$ cat src/rtl/mem_march_pkg.sv
// Shared types and the March C- element table for the RAM self-test controller.
package mem_march_pkg;

  typedef enum logic [2:0] {
    IDLE,
    WR,
    RD_ISSUE,
    RD_CHECK,
    WR_AFTER_RD,
    FINISH
  } state_t;

  localparam logic [2:0] E0 = 3'd0;
  localparam logic [2:0] E1 = 3'd1;
  localparam logic [2:0] E2 = 3'd2;
  localparam logic [2:0] E3 = 3'd3;
  localparam logic [2:0] E4 = 3'd4;
  localparam logic [2:0] E5 = 3'd5;

  typedef struct packed {
    logic dir_down;
    logic has_read;
    logic read_expect_inv;
    logic has_write;
    logic write_inv;
  } elem_cfg_t;

  // March C-: up(w0) up(r0,w1) up(r1,w0) down(r0,w1) down(r1,w0) up(r0); codes 6/7 unused
  localparam elem_cfg_t ELEM_TBL [8] = '{
    5'b00010,
    5'b01011,
    5'b01110,
    5'b11011,
    5'b11110,
    5'b01000,
    5'b00000,
    5'b00000
  };

endpackage

$ cat src/rtl/march_addr_seq.sv
// Address walker for one march element: load start address, step up or down, flag terminal address.
module march_addr_seq #(
  parameter int unsigned ADDR_WIDTH = 8,
  parameter int unsigned MEM_SIZE   = 256
) (
  input  logic                  CLK,
  input  logic                  RST,
  input  logic                  load,
  input  logic                  load_down,
  input  logic                  step,
  input  logic                  down,
  output logic [ADDR_WIDTH-1:0] addr,
  output logic                  last_c
);

  localparam logic [ADDR_WIDTH-1:0] TOP_ADDR = ADDR_WIDTH'(MEM_SIZE - 1);

  // Address register; terminal test happens before any step so it never wraps.
  always_ff @(posedge CLK) begin
    if (RST) begin
      addr <= '0;
    end else if (load) begin
      addr <= load_down ? TOP_ADDR : '0;
    end else if (step) begin
      addr <= down ? addr - ADDR_WIDTH'(1) : addr + ADDR_WIDTH'(1);
    end
  end

  assign last_c = down ? (addr == '0) : (addr == TOP_ADDR);

endmodule

$ cat src/rtl/mem_march_bist.sv
// March C- BIST master for a single-port synchronous RAM; reports pass or the first failing read.
module mem_march_bist
  import mem_march_pkg::*;
#(
  parameter int unsigned           ADDR_WIDTH = 8,
  parameter int unsigned           DATA_WIDTH = 10,
  parameter int unsigned           MEM_SIZE   = 256,
  parameter logic [DATA_WIDTH-1:0] BG         = '0
) (
  input  logic                  CLK,
  input  logic                  RST,
  input  logic                  START,
  output logic                  BUSY,
  output logic                  DONE,
  output logic                  PASS,
  output logic [ADDR_WIDTH-1:0] FAIL_ADDR,
  output logic [DATA_WIDTH-1:0] FAIL_DATA,
  output logic [2:0]            FAIL_ELEM,
  output logic                  MEM_EN,
  output logic                  MEM_WE,
  output logic [ADDR_WIDTH-1:0] MEM_ADDR,
  output logic [DATA_WIDTH-1:0] MEM_DIN,
  input  logic [DATA_WIDTH-1:0] MEM_DOUT
);

  state_t                state, state_n;
  logic [2:0]            elem, elem_n;
  logic                  start_d;
  logic                  seq_load, seq_load_down, seq_step, last_c;
  logic                  addr_done_c;
  logic                  en_n, we_n, busy_n, done_n, pass_n;
  logic [DATA_WIDTH-1:0] din_n, fail_data_n;
  logic [ADDR_WIDTH-1:0] fail_addr_n;
  logic [2:0]            fail_elem_n;
  logic [DATA_WIDTH-1:0] exp_word_c;
  logic                  mismatch_c;

  march_addr_seq #(
    .ADDR_WIDTH(ADDR_WIDTH),
    .MEM_SIZE  (MEM_SIZE)
  ) u_addr_seq (
    .CLK      (CLK),
    .RST      (RST),
    .load     (seq_load),
    .load_down(seq_load_down),
    .step     (seq_step),
    .down     (ELEM_TBL[elem].dir_down),
    .addr     (MEM_ADDR),
    .last_c   (last_c)
  );

  assign exp_word_c = ELEM_TBL[elem].read_expect_inv ? ~BG : BG;
  assign mismatch_c = (state == RD_CHECK) && (MEM_DOUT != exp_word_c);

  // Next-state, address sequencing and next values for every registered output.
  always_comb begin
    state_n       = state;
    elem_n        = elem;
    seq_load      = 1'b0;
    seq_load_down = 1'b0;
    seq_step      = 1'b0;
    addr_done_c   = 1'b0;
    done_n        = DONE;
    pass_n        = PASS;
    fail_addr_n   = FAIL_ADDR;
    fail_data_n   = FAIL_DATA;
    fail_elem_n   = FAIL_ELEM;

    case (state)
      IDLE: begin
        // Rising edge only, so a START held across a whole run triggers it once.
        if (START && !start_d) begin
          elem_n        = E0;
          seq_load      = 1'b1;
          seq_load_down = ELEM_TBL[E0].dir_down;
          state_n       = ELEM_TBL[E0].has_read ? RD_ISSUE : WR;
          done_n        = 1'b0;
          pass_n        = 1'b0;
          fail_addr_n   = '0;
          fail_data_n   = '0;
          fail_elem_n   = '0;
        end
      end
      WR:       addr_done_c = 1'b1;
      RD_ISSUE: state_n = RD_CHECK;
      RD_CHECK: begin
        if (mismatch_c) begin
          state_n     = FINISH;
          done_n      = 1'b1;
          pass_n      = 1'b0;
          fail_addr_n = MEM_ADDR;
          fail_data_n = MEM_DOUT;
          fail_elem_n = elem;
        end else if (ELEM_TBL[elem].has_write) begin
          state_n = WR_AFTER_RD;
        end else begin
          addr_done_c = 1'b1;
        end
      end
      WR_AFTER_RD: addr_done_c = 1'b1;
      FINISH:      state_n = IDLE;
      default:     state_n = IDLE;
    endcase

    // Last operation on this address: step within the element, move to the next one, or finish.
    if (addr_done_c) begin
      if (!last_c) begin
        seq_step = 1'b1;
        state_n  = ELEM_TBL[elem].has_read ? RD_ISSUE : WR;
      end else if (elem == E5) begin
        state_n = FINISH;
        done_n  = 1'b1;
        pass_n  = 1'b1;
      end else begin
        elem_n        = elem + 3'd1;
        seq_load      = 1'b1;
        seq_load_down = ELEM_TBL[elem_n].dir_down;
        state_n       = ELEM_TBL[elem_n].has_read ? RD_ISSUE : WR;
      end
    end

    en_n   = state_n inside {WR, RD_ISSUE, RD_CHECK, WR_AFTER_RD};
    we_n   = state_n inside {WR, WR_AFTER_RD};
    busy_n = en_n;
    din_n  = '0;
    if (we_n) begin
      din_n = ELEM_TBL[elem_n].write_inv ? ~BG : BG;
    end
  end

  // State, element and output registers; reset aborts any run in progress.
  always_ff @(posedge CLK) begin
    if (RST) begin
      state     <= IDLE;
      elem      <= E0;
      start_d   <= 1'b0;
      BUSY      <= 1'b0;
      DONE      <= 1'b0;
      PASS      <= 1'b0;
      FAIL_ADDR <= '0;
      FAIL_DATA <= '0;
      FAIL_ELEM <= '0;
      MEM_EN    <= 1'b0;
      MEM_WE    <= 1'b0;
      MEM_DIN   <= '0;
    end else begin
      state     <= state_n;
      elem      <= elem_n;
      start_d   <= START;
      BUSY      <= busy_n;
      DONE      <= done_n;
      PASS      <= pass_n;
      FAIL_ADDR <= fail_addr_n;
      FAIL_DATA <= fail_data_n;
      FAIL_ELEM <= fail_elem_n;
      MEM_EN    <= en_n;
      MEM_WE    <= we_n;
      MEM_DIN   <= din_n;
    end
  end

endmodule

$ cat config.mk
export PLATFORM = sky130hd
export DESIGN_NAME = mem_march_bist
export DESIGN_NICKNAME = d
export VERILOG_FILES = /design/src/rtl/mem_march_pkg.sv /design/src/rtl/march_addr_seq.sv /design/src/rtl/mem_march_bist.sv
export SDC_FILE = /design/constraint.sdc
export NUM_CORES = 1
export LEC_CHECK = 0
export ABC_AREA = 1
export BUFFER_PORTS_ARGS = -buffer_cell sky130_fd_sc_hd__buf_4
export CAP_MARGIN = 0
export CORE_MARGIN = 4
export CORE_UTILIZATION = 50
export DETAILED_ROUTE_END_ITERATION = 12
export PLACE_DENSITY = 0.75
export SETUP_SLACK_MARGIN = 0.2
export SLEW_MARGIN = 20
export SYNTH_ARGS = -nofsm -noshare
export SYNTH_HDL_FRONTEND = slang
export SYNTH_SLANG_ARGS = --single-unit
$ cat constraint.sdc
create_clock -name CLK -period 3.3 [get_ports CLK]
set_input_delay 0.33 -clock CLK [delete_from_list [all_inputs] [get_ports CLK]]
set_output_delay 0.33 -clock CLK [all_outputs]
set_load 0.02 [all_outputs]
* Yosys cells after proc, flatten, opt, wreduce, memory -nomap -nowiden *
Memories as Yosys holds them, arrays and structs flattened.
Index checks and enable logic that the tools add are counted.

cells by class
  $add $sub $neg = 3
  multipliers = 0
  div/mod/pow operators = 0
  magnitude comparators = 3
  eq/ne operators = 13
  shift operators = 0
  mux-type cells = 61
  bitwise operators = 4
  reductions and logical operators = 12

operators with widths
  operator             count
  $mux 8               6
  $mux 10              4
  $mux 3               13
  $mux 1               25
  $mux 5               4
  $pmux 10 s2          1
  $pmux 8 s2           1
  $eq 3x2->1 const B   4
  $ge 4x4->1 const B   3
  $not 3->4            3
  $pmux 3 s4           1
  $ne 10x10->1         1
  $eq 3x3->1 const B   3
  $add 8x1->8 const B  1
  $eq 8x8->1 const B   1
  $logic_not 8->1      1
  $sub 8x1->8 const B  1
  $eq 3x1->1 const B   2
  $pmux 1 s2           3
  $pmux 3 s2           1
  $reduce_bool 2->1    3
  $mux 2               2
  $ne 2x2->1 const B   2
  $reduce_bool 4->1    1
  other kinds (7)      9

storage, ports and cells
  bits in registers = 50
  latch bits = 0
  memory bits (writable) = 0
  ROM bits = 120
  bits of input ports = 13
  output and inout port bits = 44
  memories = 3

memory list
  memory           words  width  rd ports  clocked after Yosys merged registers in  write ports  line                   text
  (no name shown)  8      5      1         0                                        0            mem_march_bist.sv:127  din_n = ELEM_TBL[elem_n].write_inv ? ~BG : BG;
  (no name shown)  8      5      1         0                                        0            mem_march_bist.sv:118  state_n = ELEM_TBL[elem_n].has_read ? RD_ISSUE : WR;
  (no name shown)  8      5      1         0                                        0            mem_march_bist.sv:109  state_n = ELEM_TBL[elem].has_read ? RD_ISSUE : WR;

* Logic depth before layout (Yosys ltp) *
Gate-level depths: netlist of the first run.

  depth after elaboration = 15
  depth in mapped cells = 16

* By module *
A second synthesis of the first run with hierarchy kept.

unflattened totals
  cells, all modules = 348
  area, all modules = 2,508.7 µm²

modules (own cells, without submodules)
  module          instances  cells an instance  area an instance (µm²)  seq. area each (µm²)
  mem_march_bist  1          246                1,739.2                 660.6
  march_addr_seq  1          102                769.5                   160.2

* Worst setup path after synthesis of the first run *
Ideal clock, no wire load.

  path type = register to register
  start point = register elem[0]
  end point = register u_addr_seq.addr[5]
  setup time = 0.112 ns
  data arrival time = 2.035 ns
  slack = 1.154 ns
  stages on the path, launching flop included = 16
  path buffers = 0
  clock period less this slack = 2.146 ns
  path through = dfxtp_1 -> inv_1 -> ha_1 -> nor2_4 -> nor2_4 -> ha_1 -> nand3_1 -> nand3_1 -> nand2_1 -> nand2_1 -> nand2_1 -> nand2_1 -> xor2_1 -> nor2_1 -> nor2_1 -> nor2_1

on the way
  longest elaborated chain between the ends = 12
  elaborated cells between the ends (all ways) = 30
  classes of those cells = add/sub (1); eq/ne (2); mux (21); bitwise (2); reduce/logical (2); memory (2)

RTL lines
  what                             line                                                              text
  from (decl)                      mem_march_bist.sv:27                                              logic [2:0] elem, elem_n;
  from (signal assigned)           mem_march_bist.sv:148                                             elem <= elem_n;
  $not 3->4 (not written as such)  mem_march_bist.sv:47, mem_march_bist.sv:52, mem_march_bist.sv:94
  $mem_v2 8x5                      n/a
  $mux 5 (2 in series)             n/a
  $mux 10                          mem_march_bist.sv:52                                              assign exp_word_c = ELEM_TBL[elem].read_expect_inv ? ~BG : BG;
  $ne 10x10->1                     mem_march_bist.sv:53                                              assign mismatch_c = (state == RD_CHECK) && (MEM_DOUT != exp_word_c);
  $logic_and 1x1->1                mem_march_bist.sv:53
  $mux 1                           mem_march_bist.sv:87                                              if (mismatch_c) begin
  $pmux 1 s2                       mem_march_bist.sv:69                                              case (state)
  $mux 1                           mem_march_bist.sv:106                                             if (addr_done_c) begin
  $mux 8                           march_addr_seq.sv:23                                              addr <= load_down ? TOP_ADDR : '0;
  $mux 8                           march_addr_seq.sv:22                                              end else if (load) begin
  to (signal assigned)             march_addr_seq.sv:23
  to (signal assigned)             march_addr_seq.sv:25                                              addr <= down ? addr - ADDR_WIDTH'(1) : addr + ADDR_WIDTH'(1);
  to (decl)                        march_addr_seq.sv:12                                              output logic [ADDR_WIDTH-1:0] addr,

Several ways; a longest one is shown, not always the timed one. The select of a mux whose other input is x is not followed.
A chain may end at the register's enable or synchronous reset.

* Worst setup path in the final report of the first run *
Same ends and word-level chain as after synthesis.

==> results of run 1 <==
## per-layer routing
metal / share of wire / routed length (um)
met1: 0.46 / 2995
met2: 0.44 / 2867
met3: 0.095 / 621
met4: 0.012 / 79
met5: 0 / 0
## through the flow
| stage | hold slack (ns) | util | setup slack (ns) |
|---|---|---|---|
| after floorplan | 0.4549 | - | 1.154 |
| after global placement | 0.4500 | 0.6103 | 1.036 |
| after detailed placement | 0.4548 | 0.6103 | 0.9416 |
| after CTS | 0.2547 | 0.6312 | 0.9142 |
| after global routing | 0.2841 | 0.6312 | 0.7017 |
| final | 0.2543 | 0.6312 | 0.8977 |
## cells in the mapped netlist (5+ instances only)
library cell    n  area share
nand2_1       106        0.15
nor2_1         58       0.084
dfxtp_1        41        0.32
inv_1          39       0.057
a21oi_1        31       0.060
nand3_1        19       0.037
o21ai_0        14       0.027
buf_4          12       0.035
ha_1           12       0.058
nand4_1        10       0.024
nand2_4         6       0.026
clkbuf_1        5      0.0073
## kinds of logic after synthesis
family          after synthesis  synth area share
xor+xnor                      5           0.01696
compound gates               53            0.1100
simple gates                214            0.3752
fa+ha+maj                    13           0.06592
buf+inv                      61            0.1139
flops                        41            0.3180
## sequential cells by signal, summed over array words and instances, names as in the netlist
register / count
FAIL_DATA: 10
FAIL_ADDR: 8
u_addr_seq.addr: 8
FAIL_ELEM: 3
elem: 3
state: 3
DONE: 1
MEM_DIN: 1
MEM_EN: 1
MEM_WE: 1
PASS: 1
start_d: 1
## worst min path at each step
stage / slack [ns] / to / cells after the start
after detailed placement: 0.45 / FAIL_DATA[4] / 2
final: 0.25 / start_d / 3
after global placement: 0.45 / FAIL_ADDR[0] / 2
after CTS: 0.25 / start_d / 3
after global routing: 0.28 / FAIL_DATA[9] / 3
after floorplan: 0.45 / start_d / 2
## report_power, final
group | total, W | internal (W) | switching, W | leakage [nW]
sequential | 0.000629 | 0.000549 | 0.0000801 | 0.334
combinational | 0.000590 | 0.000218 | 0.000372 | 1.14
clock | 0.000365 | 0.000189 | 0.000176 | 0.0542
total | 0.00159 | 0.000956 | 0.000629 | 1.53
## worst max-delay path, cell delays in order (launching register included)
cell     delay [ns]
dfxtp_1        0.45
inv_1          0.13
ha_1           0.26
nor2_4         0.15
nor2_4         0.09
ha_1           0.39
nand3_1        0.10
nand3_1        0.15
nand2_1        0.07
nand2_1        0.06
nand2_1        0.04
nand2_1        0.07
xor2_1         0.14
nor2_1         0.06
nor2_1         0.09
nor2_1         0.04
## cell type report
type                    instances  share of cell area
clock buffers                   7             0.03148
clock inverters                 1            0.001635
inverters                      42             0.05233
multi-input cells             285              0.4792
flip-flops and latches         41              0.2682
well taps                      67             0.02739
repair buffers                 57              0.1398
==> results_dict.tcl, run 1 <==
set metrics [dict create \
    status "completed" \
    wl_per_cell_um 13.13 \
    cts_buffers 5 \
    fin_area_mm2 0.003060 \
    critical_path_class "reg2reg" \
    clock_latency_ns 0.30 \
    crit_arrival_ns 2.60 \
    syn_area_mm2 0.002581 \
    cellLeakagePower_nw 1.528 \
    ys_warn_count 0 \
    finalMaxSlewViolations 0 \
    num_rows 25 \
    met3_usage 0.04515 \
    rr_startpoint "elem[0]" \
    max-cap-violations 0 \
    die_w_um 79.85 \
    use_met2 0.3506 \
    grt_pass1_wl_um 10570 \
    portBuffers 56 \
    nets 458 \
    ys.flop_type "dfxtp_1" \
    final_common_cell "nand2_1" \
    drive_above_1_share 0.2055 \
    stdcell_count 500 \
    finalPower_w 0.001585 \
    cp_max_fo 11 \
    max_freq_mhz 416.3 \
    worst_pin_slew_ns 0.5416 \
    endpoint "u_addr_seq.addr[5]" \
    synthCells 387 \
    wirelength_um 6563 \
    timing.final.crit_share 0.7280 \
    finalClockSkew_ns 0.008882 \
    hold_viol_final 0 \
    clock_path_buffers 2 \
    period_minus_slack_ns 2.402 \
    drtIter0Drc 186 \
    finalSetupTns_ns 0 \
    top_usage_layer "met2" \
    finalSetupViolations 0 \
    cts_resized 0 \
    n_antenna_cell 0 \
    tritoncts "yes" \
    cp-start-kind "flop" \
    initial_utilization 0.5324 \
    grt_pass1_vias 2242 \
    route.detailed.drc 0 \
    grt.overflow.total 0 \
    grt_max_degree 26 \
    rsz0062_at_grt "no" \
    hold_path.class "in2reg" \
    layout_common_cells "nand2_1 (106), nor2_1 (58), buf_4 (57)" \
    vias_per_cell 5.134 \
    io_pins 57 \
    hp-start "START" \
    fp.dieH_um 79.85 \
    yosysSeqAreaShare 0.3180 \
    root_buffer "clkbuf_8" \
    dp_hpwl_um 4779 \
    num_vias 2567 \
    rrSetupSlack_ns 0.90 \
    die-area_mm2 0.006376 \
    clock-sinks 41 \
    startpoint "elem[0]" \
    r2r-end "u_addr_seq.addr[5]" \
    p_per_area_mw_per_mm2 517.9 \
    dpl_cell_area_mm2 0.002959 \
    area_delta_synth_final_pct 18.57 \
    reg2reg_depth 15 \
    ys_seq_elements 41 \
    fillers 466 \
    grt_antenna_before_repair 0 \
    place_congestion 0.9252 \
    end_kind "flop" \
    placed_cells 492 \
    track_usage 0.2109 \
    core_region_area_mm2 0.004848 \
    ir_drop_v 0.0002944 \
    multiInputGateArea_mm2 0.001466 \
    ys_types 30 \
    synth-edff-count 0 \
    regArea_um2 820.8 \
    syn_avg_cell_area_um2 6.670 \
    ant_nets 0 \
    clk_pin_slew_ns 0.08 \
    post-cts-setup-buffer-count 0 \
    drt_pre_antenna_iters 5 \
    required_ns 3.50 \
    cts_hold_buf 0 \
    timing.slew.headroom 0.6386 \
    use_met1 0.2783 \
    syn_nets 413 \
    h-tree-depth 2 \
    async_flop_share 0 \
]
Note: power is estimated with default switching activity, not from simulation.
==> run 2, diff against run 1 <==
--- a/config.mk
+++ b/config.mk
@@ -9,9 +9,9 @@
 export BUFFER_PORTS_ARGS = -buffer_cell sky130_fd_sc_hd__buf_4
 export CAP_MARGIN = 0
 export CORE_MARGIN = 4
-export CORE_UTILIZATION = 50
+export CORE_UTILIZATION = 49
 export DETAILED_ROUTE_END_ITERATION = 12
-export PLACE_DENSITY = 0.75
+export PLACE_DENSITY = 0.77
 export SETUP_SLACK_MARGIN = 0.2
 export SLEW_MARGIN = 20
 export SYNTH_ARGS = -nofsm -noshare
==> constraint.sdc (replaced) <==
create_clock -name CLK -period 2 [get_ports CLK]
set_input_delay 0.2 -clock CLK [delete_from_list [all_inputs] [get_ports CLK]]
set_output_delay 0.2 -clock CLK [all_outputs]
set_load 0.02 [all_outputs]
==> run 2 against run 1 <==
  * The flow now finishes with violations (setup timing)
  * Critical path depth up 1
  * Count of clock-buffer cells in the layout down 2
  * Cell area up 25%
  * Combinational power up 110%
  * Utilization up 12 points
  * Die area up 1.8%
  * Flip-flop and latch count unchanged
  * Fmax up 9.2%
  * Clock skew down 0.00096 ns
  * Largest cell class unchanged
==> results_dict.tcl, run 2 (synthesized netlist as in run 1, its figures left out) <==
set metrics [dict create \
    status "finished with violations" \
    violations "setup timing" \
    top_usage_layer "met2" \
    required_ns 2.22 \
    die_w_um 80.58 \
    reg2reg_depth 16 \
    finalPower_w 0.002989 \
    cts_buffers 5 \
    place_congestion 0.9007 \
    finalSetupViolations 12 \
    place_ws_ns -0.1441 \
    hold_path.class "in2reg" \
    max-cap-violations 0 \
    r2r-end "u_addr_seq.addr[5]" \
    core_region_area_mm2 0.005107 \
    num_vias 2961 \
    timing.slew.headroom 0.6196 \
    io_pins 57 \
    rrSetupSlack_ns -0.20 \
    clock_path_buffers 2 \
    final_common_cell "nand2_1" \
    cts_hold_buf 0 \
    drtIter0Drc 201 \
    n_antenna_cell 0 \
    dp_hpwl_um 5158 \
    rsz0062_at_grt "yes" \
    reg_top3 "FAIL_DATA: 10 flops, FAIL_ADDR: 8 flops, u_addr_seq.addr: 8 flops" \
    finalClockSkew_ns 0.007922 \
    grt_antenna_before_repair 0 \
    clk_pin_slew_ns 0.08 \
    placed_cells 520 \
    area_delta_synth_final_pct 47.79 \
    route.detailed.drc 0 \
    grt_max_degree 26 \
    clock_latency_ns 0.31 \
    fp.dieH_um 80.58 \
    num_rows 26 \
    cellLeakagePower_nw 1.794 \
    drt_pre_antenna_iters 5 \
    ir_drop_v 0.0006380 \
    ant_nets 0 \
    period_minus_slack_ns 2.201 \
    timing.final.ws_setup_ns -0.2008 \
    initial_utilization 0.5054 \
    endpoint "u_addr_seq.addr[5]" \
    layout_common_cells "nand2_1 (92), buf_4 (83), nor2_1 (55)" \
    portBuffers 56 \
    fillers 375 \
    crit_arrival_ns 2.42 \
    finalMaxSlewViolations 0 \
    grt.overflow.total 0 \
    timing.final.crit_share 1.100 \
    track_usage 0.2434 \
    cp_max_fo 5 \
    met3_usage 0.04148 \
    end_kind "flop" \
    use_met1 0.2925 \
    stdcell_count 542 \
    cp-start-kind "flop" \
    max_freq_mhz 454.4 \
    wirelength_um 8693 \
    startpoint "elem[1]" \
    clock-sinks 41 \
    root_buffer "clkbuf_8" \
    vias_per_cell 5.463 \
    rr_startpoint "elem[1]" \
    hold_viol_final 0 \
    final_core_util 0.7469 \
    largest_reg_flops 10 \
    use_met2 0.4123 \
    p_per_area_mw_per_mm2 783.4 \
    critical_path_class "reg2reg" \
    grt_pass1_vias 2694 \
    die-area_mm2 0.006493 \
    tritoncts "yes" \
    h-tree-depth 2 \
    wl_per_cell_um 16.04 \
    drive_above_1_share 0.3962 \
    top_register "FAIL_DATA" \
    worst_pin_slew_ns 0.5700 \
    grt_pass1_wl_um 12280 \
    nets 498 \
]
==> run 2: cell types whose count changed in the layout (fill, tap and decap cells not counted), moves of 5 or more <==
cell and change:
nand3_2 +6, nand2_1 -14, inv_1 -9, inv_4 +6, a21oi_2 +7, buf_4 +26, buf_6 +8, o21ai_0 -5
nand2_2 +11, a21oi_1 -8, nand3_1 -8, ha_1 -9, ha_4 +9
==> run 2: metal layers <==
| layer | vias up | share of wire | routed length (um) |
|---|---|---|---|
| met3 | 45 | 0.060 | 523 |
| met5 | - | 0 | 0 |
| met1 | 1387 | 0.40 | 3512 |
| li1 | 1387 | - | - |
| met2 | 142 | 0.50 | 4306 |
| met4 | 0 | 0.040 | 350 |
==> run 2: area by class of cell <==
class,count,area [um2],share of cell area
Tap cell,70,87.58,0.02296
Inverter,42,175.2,0.04592
Sequential cell,41,829.5,0.2174
Clock inverter,2,35.03,0.009183
Clock buffer,5,68.82,0.01804
Multi-Input combinational cell,285,1788,0.4687
Timing Repair Buffer,97,830.8,0.2178
==> run 2: report_power, final <==
group | internal (W) | switching, W | total, W
Combinational | 0.000520 | 0.000731 | 0.00125
Clock | 0.000363 | 0.000312 | 0.000675
Sequential | 0.000903 | 0.000160 | 0.00106
==> run 2: worst min-delay path by stage <==
stage / to / start / cells after the start
final: start_d / START / 3
after global routing: start_d / START / 3
after CTS: start_d / START / 3
after detailed placement: start_d / START / 3
after global placement: start_d / START / 3
after floorplan: start_d / START / 2
==> run 2: timing repair <==
item	CTS	global route
resized for setup	28	57
setup endpoints to repair	34	40
pin swaps	20	18
setup buffers	6	6
gates cloned	2	1
==> run 2: worst max-delay path, cell delays in order (launching register included) <==
cell	delay, ns
dfxtp_4	0.40
inv_4	0.05
ha_4	0.16
nor2_4	0.12
nor2_4	0.07
buf_12	0.14
ha_4	0.25
nand3_2	0.08
nand3_2	0.11
nand2_2	0.10
nand2_2	0.05
nand2_2	0.06
nand2_2	0.05
xor2_1	0.15
nor2_1	0.11
nor2_1	0.05
nor2_1	0.15
==> run 2: per-stage QoR <==
step	hold slack [ns]	area (um2)	TNS, ns
floorplan	0.3249	2651	-0.01371
global placement	0.4216	3246	-0.004929
detailed placement	0.4292	3246	-0.3909
CTS	0.1194	3588	-0.1112
global route	0.1505	3815	-2.160
finish	0.1178	3815	-1.071
==> run 3, diff against run 2 <==
--- a/config.mk
+++ b/config.mk
@@ -11,7 +11,7 @@
 export CORE_MARGIN = 4
 export CORE_UTILIZATION = 49
 export DETAILED_ROUTE_END_ITERATION = 12
-export PLACE_DENSITY = 0.77
+export PLACE_DENSITY = 0.82
 export SETUP_SLACK_MARGIN = 0.2
 export SLEW_MARGIN = 20
 export SYNTH_ARGS = -nofsm -noshare
==> run 3 against run 2 <==
  * The flow still finishes with violations (setup timing)
  * Hold slack improved by 0.034 ns
  * Non-clock buffer count rose by 18
  * Routed wire length rose by 47%
  * Cell count rose by 3.9%
  * Utilization rose by 13 points
  * Fmax fell by 2.0%
  * Worst setup slack got worse by 0.044 ns
  * Critical endpoint is now u_addr_seq.addr[6]
  * Largest cell class unchanged
==> results_dict.tcl, run 3 (synthesized netlist as in run 1, its figures left out) <==
set metrics [dict create \
    met3_usage 0.07063 \
    critical_path_class "reg2reg" \
    area_delta_synth_final_pct 72.76 \
    h-tree-depth 2 \
    track_usage 0.3045 \
    fp.dieH_um 80.58 \
    cellLeakagePower_nw 2.085 \
    r2r-end "u_addr_seq.addr[6]" \
    status "finished with violations" \
    grt_max_degree 26 \
    stdcell_count 563 \
    top_register "FAIL_DATA" \
    cp-start-kind "flop" \
    cp_top_family "simple AND/OR/NAND/NOR gates" \
    die-area_mm2 0.006493 \
    max-cap-violations 0 \
    cp_max_fo 7 \
    finalSetupViolations 35 \
    initial_utilization 0.5054 \
    startpoint "elem[0]" \
    top_usage_layer "met2" \
    cp_slowest_cell "dfxtp_4" \
    cp_num_cells 16 \
    use_met1 0.3459 \
    grt_pass1_wl_um 15230 \
    clock_latency_ns 0.32 \
    hold_path.class "in2reg" \
    drive_above_1_share 0.5335 \
    fillers 232 \
    reg2reg_depth 16 \
    rr_startpoint "elem[0]" \
    ir_drop_v 0.0007592 \
    nets 519 \
    cpPeakStageDelay_ns 0.40 \
    io_pins 57 \
    clock-sinks 41 \
    num_rows 26 \
    die_w_um 80.58 \
    multiInputGateArea_mm2 0.002190 \
    largest_reg_flops 10 \
    p_per_area_mw_per_mm2 799.0 \
    use_met2 0.5132 \
    cpMostUsedCell "buf_6" \
    grt.overflow.total 0 \
    grt_pass1_vias 3102 \
    wl_per_cell_um 22.74 \
    cts_buffers 5 \
    worst_pin_slew_ns 0.7265 \
    ant_nets 0 \
    wirelength_um 12810 \
    regArea_um2 829.5 \
    layout_common_cells "buf_4 (87), nand2_1 (69), nor2_1 (49)" \
    clk_pin_slew_ns 0.10 \
    required_ns 2.24 \
    reg_top3 "FAIL_DATA: 10 flops, FAIL_ADDR: 8 flops, u_addr_seq.addr: 8 flops" \
    finalPower_w 0.003563 \
    finalMaxSlewViolations 0 \
    max_freq_mhz 445.4 \
    timing.slew.headroom 0.5156 \
    crit_buf_inv 4 \
    drt_pre_antenna_iters 6 \
    drtIter0Drc 503 \
    end_kind "flop" \
    violations "setup timing" \
    grt_antenna_before_repair 0 \
    final_common_cell "buf_4" \
    timing.final.crit_share 1.122 \
    portBuffers 56 \
    num_vias 3526 \
    cp_cell_sequence "inv_4 > buf_6 > buf_6 > ha_4 > nor2_4 > nor2_4 > nor2_2 > nand2_2 > nand2_2 > nand2_4 > nand2_8 > nand2_8 > buf_6 > nand4_1 > nand2_1 > nor2_1" \
    endpoint "u_addr_seq.addr[6]" \
    route.detailed.drc 0 \
    place_congestion 0.9175 \
    clock_path_buffers 2 \
    dp_hpwl_um 5205 \
    period_minus_slack_ns 2.245 \
    tritoncts "yes" \
    rsz0062_at_grt "yes" \
    crit_arrival_ns 2.49 \
    vias_per_cell 6.263 \
    timing.final.ws_setup_ns -0.2450 \
    placed_cells 515 \
    n_antenna_cell 0 \
    core_region_area_mm2 0.005107 \
    rrSetupSlack_ns -0.24 \
    hp-start "START" \
    root_buffer "clkbuf_8" \
    finalClockSkew_ns 0.01734 \
    hold_viol_final 0 \
]
run 3: cell type report:
class                   instances  area share
well taps                      70     0.01964
inverters                      42     0.04209
repair buffers                115      0.2379
clock buffers                   5     0.01543
clock inverters                 2    0.007856
flip-flops and latches         41      0.1860
multi-input cells             288      0.4910
run 3: repair_timing:
item	CTS	global route
endpoints found under the setup margin	36	40
setup buffers	21	14
gates resized for setup	79	107
hold buffers	0	0
cloned	5	1
pin swaps	28	41
endpoints found under the hold margin	0	0
run 3: tightest hold or removal path, cell delays in order:
cell    delay, ns
buf_4        0.12
inv_1        0.07
nor2_1       0.05
run 3: power by group:
| part | switching (W) | leakage [nW] | internal, W |
|---|---|---|---|
| combinational | 0.00103 | 1.69 | 0.000744 |
| clock | 0.000343 | 0.0540 | 0.000364 |
| sequential | 0.000177 | 0.336 | 0.000903 |
run 3: layer usage:
metal / part of all wire / routed length (um)
met4: 0.092 / 1180
met3: 0.10 / 1301
met5: 0 / 0
met1: 0.33 / 4234
met2: 0.48 / 6088
run 3: how the worst min path moves through the flow:
stage / to / depth (start not counted)
after floorplan: start_d / 2
after global placement: start_d / 3
after detailed placement: start_d / 3
after CTS: start_d / 3
after global routing: start_d / 3
final: start_d / 3
run 3: per-stage QoR:
stage               setup WS [ns]  utilization  hold WS (ns)  setup TNS [ns]  cell area, um2
finish                    -0.2450       0.8731        0.1521          -5.396            4459
global route              -0.3632       0.8731        0.1582          -8.263            4459
global placement         -0.04461       0.6257        0.4259        -0.04461            3196
detailed placement        -0.1219       0.6257        0.4324         -0.5184            3196
floorplan                -0.01016            -        0.3249        -0.01371            2651
CTS                      -0.08084       0.7658        0.1317         -0.1477            3911
